<file path="config.mk">
export PLATFORM = sky130hd
export DESIGN_NAME = segment_transition_ctl
export DESIGN_NICKNAME = d
export VERILOG_FILES = /design/src/rtl/segment_transition_ctl.sv
export SDC_FILE = /design/constraint.sdc
export NUM_CORES = 1
export LEC_CHECK = 0
export CAP_MARGIN = 20
export CORE_ASPECT_RATIO = 0.7
export CORE_MARGIN = 1
export CORE_UTILIZATION = 37
export DETAILED_ROUTE_END_ITERATION = 6
export PLACE_DENSITY = 0.66
export SYNTH_ARGS = -nofsm -noshare
export SYNTH_HDL_FRONTEND = slang
export SYNTH_SLANG_ARGS = --single-unit
</file>
<file path="constraint.sdc">
create_clock -name CLK -period 2.9 [get_ports CLK]
set_input_delay 0.435 -clock CLK [delete_from_list [all_inputs] [get_ports CLK]]
set_output_delay 0.435 -clock CLK [all_outputs]
set_load 0.05 [all_outputs]
</file>
<file path="src/rtl/segment_transition_ctl.sv">
// Segment swap-and-index controller: active segment, sample index, latched segment-change requests.
// Latency: requests and switches take effect one cycle after the strobe / qualifying TICK.
// Backpressure: none; a new request replaces any pending one, and invalid requests are dropped.
module segment_transition_ctl #(
   parameter int NUM_SEGMENT    = 2,
   parameter int SEG_W          = $clog2(NUM_SEGMENT),
   parameter int IDX_WIDTH      = 16,
   parameter int REP_WIDTH      = 16,
   parameter int SYS_TIME_WIDTH = 57,
   parameter int NUM_GPIO       = 4
) (
   input  logic                             CLK,
   input  logic                             RST,
   input  logic                             UPDATE_SETTINGS,
   input  logic [SEG_W-1:0]                 REQ_RD_SEGMENT,
   input  logic [REP_WIDTH-1:0]             REQ_REP,
   input  logic [7:0]                       TRANSITION_MODE,
   input  logic [63:0]                      TRANSITION_VALUE,
   input  logic [NUM_SEGMENT*IDX_WIDTH-1:0] CYCLE,
   input  logic                             TICK,
   input  logic [SYS_TIME_WIDTH-1:0]        SYS_TIME,
   input  logic [NUM_GPIO-1:0]              GPIO_IN,
   output logic [SEG_W-1:0]                 SEGMENT,
   output logic [IDX_WIDTH-1:0]             IDX,
   output logic                             STOP,
   output logic                             BUSY
);

   localparam int GPIO_SEL_W = (NUM_GPIO > 1) ? $clog2(NUM_GPIO) : 1;
   localparam logic [7:0] MODE_SYNC_IDX = 8'h00;
   localparam logic [7:0] MODE_SYS_TIME = 8'h01;
   localparam logic [7:0] MODE_GPIO     = 8'h02;
   localparam logic [7:0] MODE_EXT      = 8'hF0;
   localparam logic [SEG_W-1:0] LAST_SEG  = SEG_W'(NUM_SEGMENT - 1);
   localparam logic [SEG_W:0]   SEG_LIMIT = (SEG_W+1)'(NUM_SEGMENT);

   typedef enum logic [2:0] {ST_RUN, ST_PENDING, ST_FINITE, ST_STOPPED, ST_EXT_RUN} state_t;

   state_t                      state_q, state_d;
   logic [SEG_W-1:0]            seg_q, seg_d, req_seg_q, req_seg_d;
   logic [IDX_WIDTH-1:0]        idx_q, idx_d;
   logic                        stop_q, stop_d, busy_q, busy_d;
   logic [REP_WIDTH-1:0]        loop_q, loop_d, req_rep_q, req_rep_d;
   logic [7:0]                  req_mode_q, req_mode_d;
   logic [SYS_TIME_WIDTH-1:0]   req_val_q, req_val_d;

   logic [IDX_WIDTH-1:0]        cycle_cur;
   logic                        wrap, cond, req_ok, immediate;
   logic [GPIO_SEL_W-1:0]       gpio_sel;
   logic                        unused_val;

   // Only the system-time field of the argument is kept; GPIO select uses its low bits.
   assign unused_val = ^TRANSITION_VALUE[63:SYS_TIME_WIDTH];

   assign cycle_cur = CYCLE[int'(seg_q)*IDX_WIDTH +: IDX_WIDTH];
   assign wrap      = (idx_q == cycle_cur);
   assign gpio_sel  = req_val_q[GPIO_SEL_W-1:0];

   always_comb begin
      cond = wrap;
      case (req_mode_q)
         MODE_SYS_TIME: cond = (SYS_TIME >= req_val_q);
         MODE_GPIO:     cond = (int'(gpio_sel) < NUM_GPIO) && GPIO_IN[gpio_sel];
         default:       cond = wrap;
      endcase
   end

   assign req_ok = UPDATE_SETTINGS
                && ({1'b0, REQ_RD_SEGMENT} < SEG_LIMIT)
                && (TRANSITION_MODE == MODE_SYNC_IDX || TRANSITION_MODE == MODE_SYS_TIME ||
                    TRANSITION_MODE == MODE_GPIO     || TRANSITION_MODE == MODE_EXT);
   assign immediate = (&REQ_REP) && (TRANSITION_MODE != MODE_EXT);

   always_comb begin
      state_d    = state_q;
      seg_d      = seg_q;
      idx_d      = idx_q;
      stop_d     = stop_q;
      busy_d     = busy_q;
      loop_d     = loop_q;
      req_seg_d  = req_seg_q;
      req_rep_d  = req_rep_q;
      req_mode_d = req_mode_q;
      req_val_d  = req_val_q;

      // The TICK acts on the pre-update state; a same-cycle request is applied on top.
      if (TICK) begin
         case (state_q)
            ST_RUN: idx_d = wrap ? '0 : idx_q + 1'b1;
            ST_FINITE: begin
               if (!wrap) begin
                  idx_d = idx_q + 1'b1;
               end else if (loop_q == req_rep_q) begin
                  stop_d  = 1'b1;
                  state_d = ST_STOPPED;
               end else begin
                  loop_d = loop_q + 1'b1;
                  idx_d  = '0;
               end
            end
            ST_EXT_RUN: begin
               if (wrap) begin
                  idx_d = '0;
                  seg_d = (seg_q == LAST_SEG) ? '0 : seg_q + 1'b1;
               end else begin
                  idx_d = idx_q + 1'b1;
               end
            end
            ST_PENDING: begin
               if (cond) begin
                  seg_d   = req_seg_q;
                  idx_d   = '0;
                  busy_d  = 1'b0;
                  stop_d  = 1'b0;
                  loop_d  = '0;
                  state_d = (req_mode_q == MODE_EXT) ? ST_EXT_RUN : ST_FINITE;
               end else if (!stop_q) begin
                  // A request raised from STOPPED keeps the held index frozen.
                  idx_d = wrap ? '0 : idx_q + 1'b1;
               end
            end
            default: ;
         endcase
      end

      if (req_ok) begin
         if (immediate) begin
            seg_d   = REQ_RD_SEGMENT;
            idx_d   = '0;
            stop_d  = 1'b0;
            busy_d  = 1'b0;
            loop_d  = '0;
            state_d = ST_RUN;
         end else begin
            req_seg_d  = REQ_RD_SEGMENT;
            req_rep_d  = REQ_REP;
            req_mode_d = TRANSITION_MODE;
            req_val_d  = TRANSITION_VALUE[SYS_TIME_WIDTH-1:0];
            busy_d     = 1'b1;
            state_d    = ST_PENDING;
         end
      end
   end

   always_ff @(posedge CLK) begin
      if (RST) begin
         state_q    <= ST_RUN;
         seg_q      <= '0;
         idx_q      <= '0;
         stop_q     <= 1'b0;
         busy_q     <= 1'b0;
         loop_q     <= '0;
         req_seg_q  <= '0;
         req_rep_q  <= '0;
         req_mode_q <= '0;
         req_val_q  <= '0;
      end else begin
         state_q    <= state_d;
         seg_q      <= seg_d;
         idx_q      <= idx_d;
         stop_q     <= stop_d;
         busy_q     <= busy_d;
         loop_q     <= loop_d;
         req_seg_q  <= req_seg_d;
         req_rep_q  <= req_rep_d;
         req_mode_q <= req_mode_d;
         req_val_q  <= req_val_d;
      end
   end

   assign SEGMENT = seg_q;
   assign IDX     = idx_q;
   assign STOP    = stop_q;
   assign BUSY    = busy_q;

endmodule

</file>
==> out/metrics.yaml <==
critical_path:
  worst-setup-path-type: "input port to flip-flop"
  critical_path.top_delay_family: "buffers and inverters"
  slowest_delay_ns: 0.40
  cpMostUsedCell: "buf_4"
  r2r_slack_ns: 0.18
  critPathMaxFanout: 5
  path_depth: 13
  crit_required_ns: 3.19
  cp_slowest_cell: "clkdlybuf4s50_1"
  crit_chain: "clkdlybuf4s50_1, ha_1, buf_4, nand4_1, nor4_2, buf_4, nand2_1, or2_2, o221a_4, buf_4, a21oi_1, o2bb2ai_1, a32o_1"
  rr_worst_depth: 10
  cp.buffers_inverters: 4
  startpoint_type: "input port"
  setup.worst_path.end_class: "flip-flop"
  cp.arrival_ns: 3.08
sta:
  finalHoldViolations: 0
  fmax_ghz: 0.359
  min_period_over_period_pct: 96.2
  fin_crit_ns: 2.79
  fin_setup_tns_ns: 0
  rsz0062_at_grt: "yes"
  slew_headroom_pct: 61.4
  worst_pin_slew_ns: 0.573
  fin_hold_ws_ns: 0.453
  skew_ns: 0.00930
  drv_slew: 0
  setup_viol: 0
layout:
  final_cell_mix: "197 x nand2_1, 196 x clkdlybuf4s50_1, 120 x dfxtp_1, 120 x a21oi_1, 79 x inv_1"
  final_common_cell: "nand2_1"
  fin_nets: 1436
  fin_cells: 1467
  area_growth_pct: 45.1
  layout-drive-gt1-share_pct: 10.5
global_routing:
  grt_max_degree: 52
  grt-ovfl-total: 0
  antenna_found_initial: 1
  grt_first_pass_wirelength_um: 35700
  grt_pass1_vias: 7004
  grt.total_usage_pct: 22.0
pwr:
  power_frac_comb_pct: 15.6
  swShare_pct: 24.6
  p_leak_nw: 3.73
  seqPwrFrac_pct: 37.8
  p_per_area_mw_per_mm2: 416
  total_power_mw: 4.47
  p_int_mw: 3.37
  clkPwrFrac_pct: 46.6
  p_switching_mw: 1.10
  vdd_ir_drop_max_mv: 0.397
routing:
  drt-pass1-iter-count: 6
  drc: 0
  viasPerCell: 5.14
  postRouteAntennaNets: 0
  drt_iter0_drc: 473
  vias: 7538
  route.detailed.wl_per_inst_um: 15.2
  routed_wl_um: 22300
synth:
  yosys.cell_types.count: 73
  muxShareOfSynthArea_pct: 2.60
  syn_area_sq_mm: 0.00741
  synth_compound_area_share_pct: 20.6
  yosysWarnings: 0
  yosysSeqAreaShare_pct: 32.4
  synth_top_family_by_area: "simple AND/OR/NAND/NOR gates"
  ys_ff_latch: 120
  netlist_instances: 961
  synth_nets: 1206
  synth_edf_count: 0
  avgSynthCellArea_sq_um: 7.71
  synthArstFlopShare_pct: 0
  synth-main-ff-cell: "dfxtp_1"
  synthSimpleGateAreaFrac_pct: 23.6
  synth_fa_ha_area_share_pct: 9.96
  synthXorXnorAreaFrac_pct: 4.02
floorplanning:
  die_area_sq_mm: 0.0206
  start_util_pct: 38.5
  die_w_um: 171
  rows: 42
  die_h_um: 120
  io_pins: 205
  core_area_sq_mm: 0.0192
clock_network:
  clk_pin_slew_worst_paths_ns: 0.05
  cts_tree: "yes"
  cts_root_buf: "clkbuf_16"
  htreeDepth: 4
  cts_buffers: 17
  numClockSinks: 120
  hold_buffers: 0
  clk_path_buf_depth: 2
  clk-insertion-delay-late_ns: 0.41
status:
  status: "finished, final reports clean"
placement:
  dp.cells: 1431
  gp_congestion: 0.887
  io_buffers: 197
  dp_hpwl_um: 17200
flow_run:
  maxCapViolations: 0
worst_hold_path:
  holdPathStages: 2
  hold_path.class: "flip-flop to flip-flop"
==> metrics by stage <==
stage | setup slack (ns) | instance area, sq um | util [%]
2_1_floorplan | 0.0800 | 7410 | -
3_3_place_gp | -0.480 | 10000 | 52.2
3_5_place_dp | -0.529 | 10000 | 52.2
4_1_cts | 0.00684 | 10600 | 55.3
5_1_grt | -0.0229 | 10700 | 55.9
6_report | 0.111 | 10800 | 55.9
==> kinds of logic after synthesis <==
family	count (synthesis)
AOI/OAI and AO/OA	245
DFF	120
muxes	18
and+or+nand+nor	357
xor gates and xnor gates	34
buffers and inverters	128
adders and majority gates	59
==> power groups by stage <==
stage	clock network (mW)	logic, mW	registers (mW)
global placement	0	0.665	1.72
global route	2.19	0.758	1.69
finish	2.08	0.698	1.69
floorplan	0	0.284	1.73
detailed placement	0	0.671	1.72
CTS	2.13	0.685	1.69
==> what timing repair did <==
action,4_1_cts,5_1_grt
gates resized for setup,1,17
setup endpoints to repair,7,32
gates cloned,0,0
pin swaps,2,14
buffers inserted,3,2
==> cell type report <==
| class | instances | area, sq um |
|---|---|---|
| diodes | 1 | 2.50 |
| clock buffers | 22 | 474 |
| repair buffers | 260 | 2530 |
| flip-flops and latches | 120 | 2400 |
| fillers | 1840 | 8480 |
| multi-input cells | 713 | 4610 |
| inverters | 79 | 297 |
| well taps | 264 | 330 |
| clock inverters | 8 | 97.6 |
==> Yosys cell counts (8+ instances only) <==
| cell | count | share of area (%) |
|---|---|---|
| nand4_1 | 30 | 2.5 |
| o21a_1 | 8 | 0.81 |
| mux2i_1 | 17 | 2.3 |
| inv_1 | 79 | 4.0 |
| a21oi_1 | 121 | 8.2 |
| nor3_1 | 15 | 1.0 |
| ha_1 | 59 | 10 |
| o21ai_0 | 30 | 2.0 |
| and2_1 | 8 | 0.68 |
| o21ai_1 | 8 | 0.54 |
| and3_1 | 14 | 1.2 |
| o211ai_1 | 8 | 0.81 |
| nand2b_1 | 9 | 0.76 |
| dfxtp_1 | 120 | 32 |
| a311oi_1 | 12 | 1.4 |
| clkbuf_1 | 43 | 2.2 |
| nand2_1 | 197 | 10 |
| xnor2_1 | 33 | 3.9 |
| nor2_1 | 27 | 1.4 |
| nand3_1 | 21 | 1.4 |
==> state kept, by name, indices dropped and copies added (netlist names) <==
register / cells
req_val_q: 57
IDX: 16
loop_q: 16
req_rep_q: 16
req_mode_q: 8
state_q: 3
BUSY: 1
SEGMENT: 1
STOP: 1
req_seg_q: 1
==> path summary, 6_finish.rpt <==
check                             start                    endpoint
min reg2reg  req_val_q[23]$_SDFFE_PP0P_  req_val_q[23]$_SDFFE_PP0P_
min          req_val_q[23]$_SDFFE_PP0P_  req_val_q[23]$_SDFFE_PP0P_
max                        SYS_TIME[42]          IDX[12]$_SDFF_PP0_
max reg2reg   req_val_q[6]$_SDFFE_PP0P_       loop_q[12]$_SDFF_PP0_
==> tightest hold or removal path: stages (launching register included) <==
cell	delay, ns
dfxtp_1	0.30
nand2_1	0.05
a21oi_1	0.05
==> layer usage <==
layer | wire length (um) | GRT usage (%) | share of wire [%] | vias up
met1 | 11100 | 31.3 | 50 | 3459
met3 | 1820 | 6.68 | 8.2 | 14
met5 | 0 | 0 | 0 | -
li1 | - | - | - | 3836
met2 | 9200 | 32.4 | 41 | 229
met4 | 161 | 4.63 | 0.72 | 0
No activity file was read; power rests on OpenSTA's default activity.
